### src/rtl/rand_arbiter_if.sv
// Handshake bundle between rand_arbiter, its requesters and the external LFSR.
// slave = arbiter side, master = requesters plus LFSR side.
interface rand_arbiter_if #(
  parameter int unsigned NUM_REQ = 4
) ();
  logic [NUM_REQ-1:0] req;
  logic [NUM_REQ-1:0] gnt;
  logic [31:0]        rand_data;
  logic               rand_valid;
  logic               seed_wr;
  logic [31:0]        seed_in;
  logic               lfsr_load;
  logic [31:0]        lfsr_seed;
  logic               lfsr_en;
  logic [31:0]        lfsr_value;

  modport slave (
    input  req, seed_wr, seed_in, lfsr_value,
    output gnt, rand_data, rand_valid, lfsr_load, lfsr_seed, lfsr_en
  );

  modport master (
    output req, seed_wr, seed_in, lfsr_value,
    input  gnt, rand_data, rand_valid, lfsr_load, lfsr_seed, lfsr_en
  );
endinterface

### src/rtl/rand_arbiter.sv
// Round-robin arbiter sharing one external 32-bit LFSR; zero draws force a reseed and redraw.
// Optional RAND_DRAW_CNT_EN adds draw_count / zero_retry_count statistics outputs.
module rand_arbiter #(
  parameter int unsigned NUM_REQ      = 4,
  parameter int unsigned STEPS        = 1,
  parameter int unsigned SETTLE_CYC   = 2,
  parameter logic [31:0] SEED_DEFAULT = 32'h0000_0001
) (
  input  logic          clk,
  input  logic          clr_n,
  rand_arbiter_if.slave bus
`ifdef RAND_DRAW_CNT_EN
  ,
  output logic [15:0]   draw_count,
  output logic [7:0]    zero_retry_count
`endif
);

  localparam int unsigned  CW          = (NUM_REQ > 1) ? $clog2(NUM_REQ) : 1;
  localparam logic [3:0]   STEP_LAST   = 4'(STEPS - 1);
  localparam logic [2:0]   SETTLE_LAST = 3'(SETTLE_CYC - 1);
  localparam logic [CW-1:0] LAST_REQ   = CW'(NUM_REQ - 1);

  typedef enum logic [2:0] {IDLE, LOAD, STEP, SETTLE, DELIVER} state_t;

  state_t             state;
  logic [CW-1:0]      rr_ptr;
  logic [CW-1:0]      cur;
  logic [CW-1:0]      pick;
  logic [CW-1:0]      idx;
  logic               found;
  logic [3:0]         step_cnt;
  logic [2:0]         settle_cnt;
  logic [31:0]        seed_reg;
  logic [31:0]        rand_data_q;
  logic               need_seed;
  logic               pending;
  logic [NUM_REQ-1:0] gnt_q;
  logic               rand_valid_q;
  logic               lfsr_load_q;
  logic               lfsr_en_q;

  // First requester at or after rr_ptr, wrapping around.
  always_comb begin
    pick  = rr_ptr;
    found = 1'b0;
    idx   = '0;
    for (int unsigned i = 0; i < NUM_REQ; i++) begin
      idx = CW'((32'(rr_ptr) + i) % NUM_REQ);
      if (!found && bus.req[idx]) begin
        pick  = idx;
        found = 1'b1;
      end
    end
  end

  always_ff @(posedge clk or negedge clr_n) begin
    if (!clr_n) begin
      state        <= IDLE;
      rr_ptr       <= '0;
      cur          <= '0;
      step_cnt     <= '0;
      settle_cnt   <= '0;
      seed_reg     <= SEED_DEFAULT;
      rand_data_q  <= '0;
      need_seed    <= 1'b1;
      pending      <= 1'b0;
      gnt_q        <= '0;
      rand_valid_q <= 1'b0;
      lfsr_load_q  <= 1'b0;
      lfsr_en_q    <= 1'b0;
`ifdef RAND_DRAW_CNT_EN
      draw_count       <= '0;
      zero_retry_count <= '0;
`endif
    end else begin
      lfsr_load_q  <= 1'b0;
      rand_valid_q <= 1'b0;
      gnt_q        <= '0;
      case (state)
        IDLE: begin
          if (need_seed) begin
            lfsr_load_q <= 1'b1;
            state       <= LOAD;
          end else if (|bus.req) begin
            cur       <= pick;
            pending   <= 1'b1;
            step_cnt  <= '0;
            lfsr_en_q <= 1'b1;
            state     <= STEP;
          end
        end
        LOAD: begin
          need_seed <= 1'b0;
          if (pending) begin
            step_cnt  <= '0;
            lfsr_en_q <= 1'b1;
            state     <= STEP;
          end else begin
            state <= IDLE;
          end
        end
        STEP: begin
          if (step_cnt == STEP_LAST) begin
            lfsr_en_q  <= 1'b0;
            settle_cnt <= '0;
            state      <= SETTLE;
          end else begin
            step_cnt <= step_cnt + 1'b1;
          end
        end
        SETTLE: begin
          if (settle_cnt == SETTLE_LAST) begin
            if (bus.lfsr_value != '0) begin
              rand_data_q  <= bus.lfsr_value;
              rand_valid_q <= 1'b1;
              gnt_q[cur]   <= 1'b1;
              state        <= DELIVER;
            end else begin
              // Reseed and redraw for the same requester; pending keeps LOAD on the retry path.
              need_seed   <= 1'b1;
              lfsr_load_q <= 1'b1;
              state       <= LOAD;
`ifdef RAND_DRAW_CNT_EN
              if (zero_retry_count != '1) zero_retry_count <= zero_retry_count + 1'b1;
`endif
            end
          end else begin
            settle_cnt <= settle_cnt + 1'b1;
          end
        end
        DELIVER: begin
          rr_ptr  <= (cur == LAST_REQ) ? '0 : cur + 1'b1;
          pending <= 1'b0;
          state   <= IDLE;
`ifdef RAND_DRAW_CNT_EN
          if (draw_count != '1) draw_count <= draw_count + 1'b1;
`endif
        end
        default: state <= IDLE;
      endcase
      // Placed last so a seed write always wins over the need_seed clear in LOAD.
      if (bus.seed_wr) begin
        seed_reg  <= (bus.seed_in == '0) ? SEED_DEFAULT : bus.seed_in;
        need_seed <= 1'b1;
      end
    end
  end

  assign bus.gnt        = gnt_q;
  assign bus.rand_data  = rand_data_q;
  assign bus.rand_valid = rand_valid_q;
  assign bus.lfsr_load  = lfsr_load_q;
  assign bus.lfsr_seed  = seed_reg;
  assign bus.lfsr_en    = lfsr_en_q;

endmodule
### src/flat_wrapper.sv
// flat-port wrapper written by rule: the top's interface ports become plain ports
module rand_arbiter_flat 
#(
  parameter int unsigned NUM_REQ      = 4,
  parameter int unsigned STEPS        = 1,
  parameter int unsigned SETTLE_CYC   = 2,
  parameter logic [31:0] SEED_DEFAULT = 32'h0000_0001
)
  (clk, clr_n, bus_req, bus_seed_wr, bus_seed_in, bus_lfsr_value, bus_gnt, bus_rand_data, bus_rand_valid, bus_lfsr_load, bus_lfsr_seed, bus_lfsr_en);
  rand_arbiter_if #(.NUM_REQ(NUM_REQ)) bus_i ();
  input  logic clk;
  input  logic clr_n;
  input wire logic [$bits(bus_i.req)-1:0] bus_req;
  input wire logic [$bits(bus_i.seed_wr)-1:0] bus_seed_wr;
  input wire logic [$bits(bus_i.seed_in)-1:0] bus_seed_in;
  input wire logic [$bits(bus_i.lfsr_value)-1:0] bus_lfsr_value;
  output wire logic [$bits(bus_i.gnt)-1:0] bus_gnt;
  output wire logic [$bits(bus_i.rand_data)-1:0] bus_rand_data;
  output wire logic [$bits(bus_i.rand_valid)-1:0] bus_rand_valid;
  output wire logic [$bits(bus_i.lfsr_load)-1:0] bus_lfsr_load;
  output wire logic [$bits(bus_i.lfsr_seed)-1:0] bus_lfsr_seed;
  output wire logic [$bits(bus_i.lfsr_en)-1:0] bus_lfsr_en;
  assign bus_i.req = bus_req;
  assign bus_i.seed_wr = bus_seed_wr;
  assign bus_i.seed_in = bus_seed_in;
  assign bus_i.lfsr_value = bus_lfsr_value;
  assign bus_gnt = bus_i.gnt;
  assign bus_rand_data = bus_i.rand_data;
  assign bus_rand_valid = bus_i.rand_valid;
  assign bus_lfsr_load = bus_i.lfsr_load;
  assign bus_lfsr_seed = bus_i.lfsr_seed;
  assign bus_lfsr_en = bus_i.lfsr_en;
  rand_arbiter #(.NUM_REQ(NUM_REQ), .STEPS(STEPS), .SETTLE_CYC(SETTLE_CYC), .SEED_DEFAULT(SEED_DEFAULT)) u_core (.clk(clk), .clr_n(clr_n), .bus(bus_i));
endmodule
### config.mk
export PLATFORM = sky130hd
export DESIGN_NAME = rand_arbiter_flat
export DESIGN_NICKNAME = d
export VERILOG_FILES = /design/src/rtl/rand_arbiter_if.sv /design/src/rtl/rand_arbiter.sv /design/src/flat_wrapper.sv
export SDC_FILE = /design/constraint.sdc
export NUM_CORES = 1
export LEC_CHECK = 0
export ABC_AREA = 1
export BUFFER_PORTS_ARGS = -buffer_cell sky130_fd_sc_hd__buf_2
export CORE_MARGIN = 1
export CORE_UTILIZATION = 45
export DETAILED_ROUTE_END_ITERATION = 8
export GPL_ROUTABILITY_DRIVEN = 0
export HOLD_SLACK_MARGIN = 0.05
export PLACE_DENSITY_LB_ADDON = 0.12
export SLEW_MARGIN = 20
export SYNTH_ARGS = -nofsm -noshare
export SYNTH_HDL_FRONTEND = slang
export SYNTH_SLANG_ARGS = --single-unit
### constraint.sdc
create_clock -name clk -period 1.85 [get_ports clk]
set_input_delay 0.0925 -clock clk [delete_from_list [all_inputs] [get_ports clk]]
set_output_delay 0.0925 -clock clk [all_outputs]
set_load 0.02 [all_outputs]
==> impl_metrics.tcl <==
set metrics [dict create \
    top_layer "met4" \
    max_freq_mhz 598 \
    clk_latency_ns 0.35 \
    whs_endpoint "u_core.bus.lfsr_seed[17]" \
    drt_wl_total_mm 10.3 \
    path_cells "dlygate4sd3_1, buf_2, inv_1, nand4_1, nor2_1, nand2_1, nor2_2, inv_1, nand2_4, clkbuf_16, nand2_1, o21ai_0" \
    drv_slew 0 \
    fin_setup_tns_ns 0 \
    rrSetupSlack_ns 0.28 \
    yosysMostFrequentCell "nand2_1" \
    async_flop_share_pct 100 \
    fp.dieW_um 95.7 \
    critPathKind "primary input to flop" \
    grt_max_degree 64 \
    drive_above_1_share_pct 25.4 \
    min_period_ns 1.67 \
    hold_class "primary input to flop" \
    status "complete, no violations" \
    slew-limit-headroom_pct 69.7 \
    dr_wl_met3_um 823 \
    drc 0 \
    grt_usage_pct 23.8 \
    maxCapViolCount 0 \
    finalHoldViolCount 0 \
    antenna_found_initial 0 \
    nets 764 \
    core-area_mm2 0.00834 \
    synth_edf_count 0 \
    path_buf_inv 5 \
    diodes 0 \
    cts_max_level 3 \
    final-setup-viol-count 0 \
    wl_met2_mm 4.97 \
    yosysUniqueCellTypes 29 \
    clk_pin_slew_ns 0.09 \
    grt_pass1_wl_mm 16.5 \
    r2r_start "u_core.settle_cnt[1]" \
    syn_area_mm2 0.00395 \
    whs_ns 0.140 \
    ant_nets 0 \
    synth_seq_cells 87 \
    synth_common_cells "150 x nand2_1, 85 x dfrtp_1, 78 x inv_1, 50 x o21ai_0, 24 x nor2_1" \
    crit_cells 12 \
    cp-end-kind "flop" \
    syn_avg_cell_area_um2 8.30 \
    yosysSeqAreaShare_pct 55.2 \
    critPathArrivalTime_ns 1.94 \
    min_path_cells 4 \
    post_dp_cell_area_mm2 0.00477 \
    syn_inst 476 \
    die-area_mm2 0.00916 \
    ys.flop_type "dfrtp_1" \
    grt_setup_unrepaired "no" \
    final_area_mm2 0.00561 \
    start_kind "primary input" \
    grt_pass1_vias 3753 \
    root_buffer "clkbuf_8" \
    synthesis.nets 555 \
    critPathMaxStageDelay_ns 0.54 \
    critPathMaxFanout 31 \
    drt-met1-wl_mm 4.18 \
    synthTopCellsByArea "dfrtp_1 54%, nand2_1 14%, inv_1 7.4%" \
    rows 33 \
    cts_buffers 9 \
    post-route-period-util_pct 90.4 \
    wire_per_inst_um 13.0 \
    portBuffers 141 \
    reg2reg_to "u_core.bus.rand_data[22]" \
    ff2ff_path_depth 8 \
    cpLargestDelayFamily "buffers and inverters" \
    area_growth_pct 42.1 \
    drt_first_pass_iters 5 \
    initial_core_util_pct 47.4 \
    grt_overflow_total 0 \
    dp_hpwl_mm 6.70 \
    cellLeakagePower_nw 3.12 \
    p_per_area_mw_per_mm2 1280 \
    die_h_um 95.7 \
    cts_buffer_depth 2 \
    synth_top_area_share_pct 53.8 \
    cts_tree "yes" \
    cp.required_ns 2.12 \
    postCtsSetupBuffers 0 \
    vias 3801 \
    vdd_drop_max_mv 0.495 \
    holdCritStartpoint "bus_seed_wr" \
    num_io_pins 142 \
    yosysWarningCount 0 \
    worst-slew-pin-transition_ns 0.454 \
    drt_iter0_drc 125 \
    synth.largest_area_cell "dfrtp_1" \
    timing.critical_path.slowest_stage_cell "dlygate4sd3_1" \
    clkSinkCount 87 \
    avgViaCountPerCell 4.78 \
    skew_ns 0.0148 \
]
worst reg2reg max path, stage by stage, from the launching register on:
cell and delay, ns:
dfrtp_1 0.38, inv_1 0.07, ha_1 0.13, nand2_1 0.07, nor3_2 0.26, nand2_4 0.16
clkbuf_16 0.23, nand2_1 0.07, o21ai_0 0.09
sequential cells by signal, indices dropped and copies added (netlist names):
| signal | cells |
|---|---|
| u_core.bus.gnt | 4 |
| u_core.bus.lfsr_en | 1 |
| u_core.bus.lfsr_load | 1 |
| u_core.bus.lfsr_seed | 32 |
| u_core.bus.rand_data | 32 |
| u_core.bus.rand_valid | 1 |
| u_core.cur | 2 |
| u_core.need_seed | 1 |
| u_core.pending | 1 |
| u_core.rr_ptr | 2 |
| u_core.settle_cnt | 3 |
| u_core.state | 3 |
| u_core.step_cnt | 4 |
placed cells by master, fill, tap and decap left out, drive strengths merged:
cell | synthesis | routed
dfstp | 2 | 2
a211oi | 1 | 1
clkinvlp | 0 | 2
nand3 | 17 | 17
nor3 | 2 | 2
nor2 | 27 | 27
a21o | 1 | 1
buf | 10 | 147
nand4 | 13 | 13
clkbuf | 5 | 14
inv | 80 | 80
o22ai | 2 | 2
clkinv | 0 | 1
ha | 8 | 8
nand2 | 155 | 155
dfrtp | 85 | 85
o211ai | 1 | 1
o21ai | 57 | 57
or2 | 1 | 1
a21oi | 3 | 3
nor4 | 4 | 4
xor2 | 1 | 1
dlygate4sd3 | 0 | 65
nand3b | 1 | 1
worst max path at each step:
stage / end / slack [ns] / startpoint
after floorplan: u_core.cur[1] / 0.53 / u_core.rr_ptr[0]
after global placement: u_core.step_cnt[2] / 0.36 / u_core.state[2]
after detailed placement: u_core.bus.rand_data[22] / 0.29 / u_core.settle_cnt[1]
after CTS: u_core.bus.rand_data[25] / 0.11 / bus_lfsr_value[31]
after global routing: u_core.bus.rand_data[28] / 0.05 / bus_lfsr_value[2]
final: u_core.bus.rand_data[22] / 0.18 / bus_lfsr_value[30]
metrics by stage:
step	std cells	util (%)	power, mW	setup WS (ns)
after global placement	713	57.2	5.80	0.364
after detailed placement	713	57.2	5.90	0.286
after CTS	794	66.9	7.14	0.105
after global routing	795	67.3	7.75	0.0451
after floorplan	476	-	4.99	0.526
final	795	67.3	7.16	0.177
logic make-up after synthesis:
family	share of synthesized area (%)
adders and majority gates	2.53
and+or+nand+nor	23.8
DFF	55.2
buffers and inverters	9.82
xor gates and xnor gates	0.222
AOI/OAI and AO/OA	8.49
cell type report:
cell class	instances	area [um^2]
multi-input combinational	294	1390
clock buffer	13	139
clock inverter	3	20.0
fill	669	2730
timing repair buffer	213	1450
inverter	80	300
sequential	87	2180
tap	105	131
layer usage:
layer / GRT usage, % / vias up
li1: - / 1894
met1: 26.3 / 1720
met2: 41.6 / 156
met3: 6.48 / 31
met4: 13.1 / 0
met5: 0 / -
power breakdown:
part / total [mW] / internal [mW] / leakage (nW) / switching, mW
combinational: 3.17 / 1.15 / 1.97 / 2.02
clock: 1.13 / 0.489 / 0.0736 / 0.637
sequential: 2.87 / 2.50 / 1.07 / 0.368
total: 7.16 / 4.14 / 3.12 / 3.02
repair_timing:
item,in CTS,in global routing
endpoints found under the setup margin,0,24
gates resized for setup,0,1
hold endpoints to repair,97,0
hold buffers,65,0
Note: power is estimated with default switching activity, not from simulation.
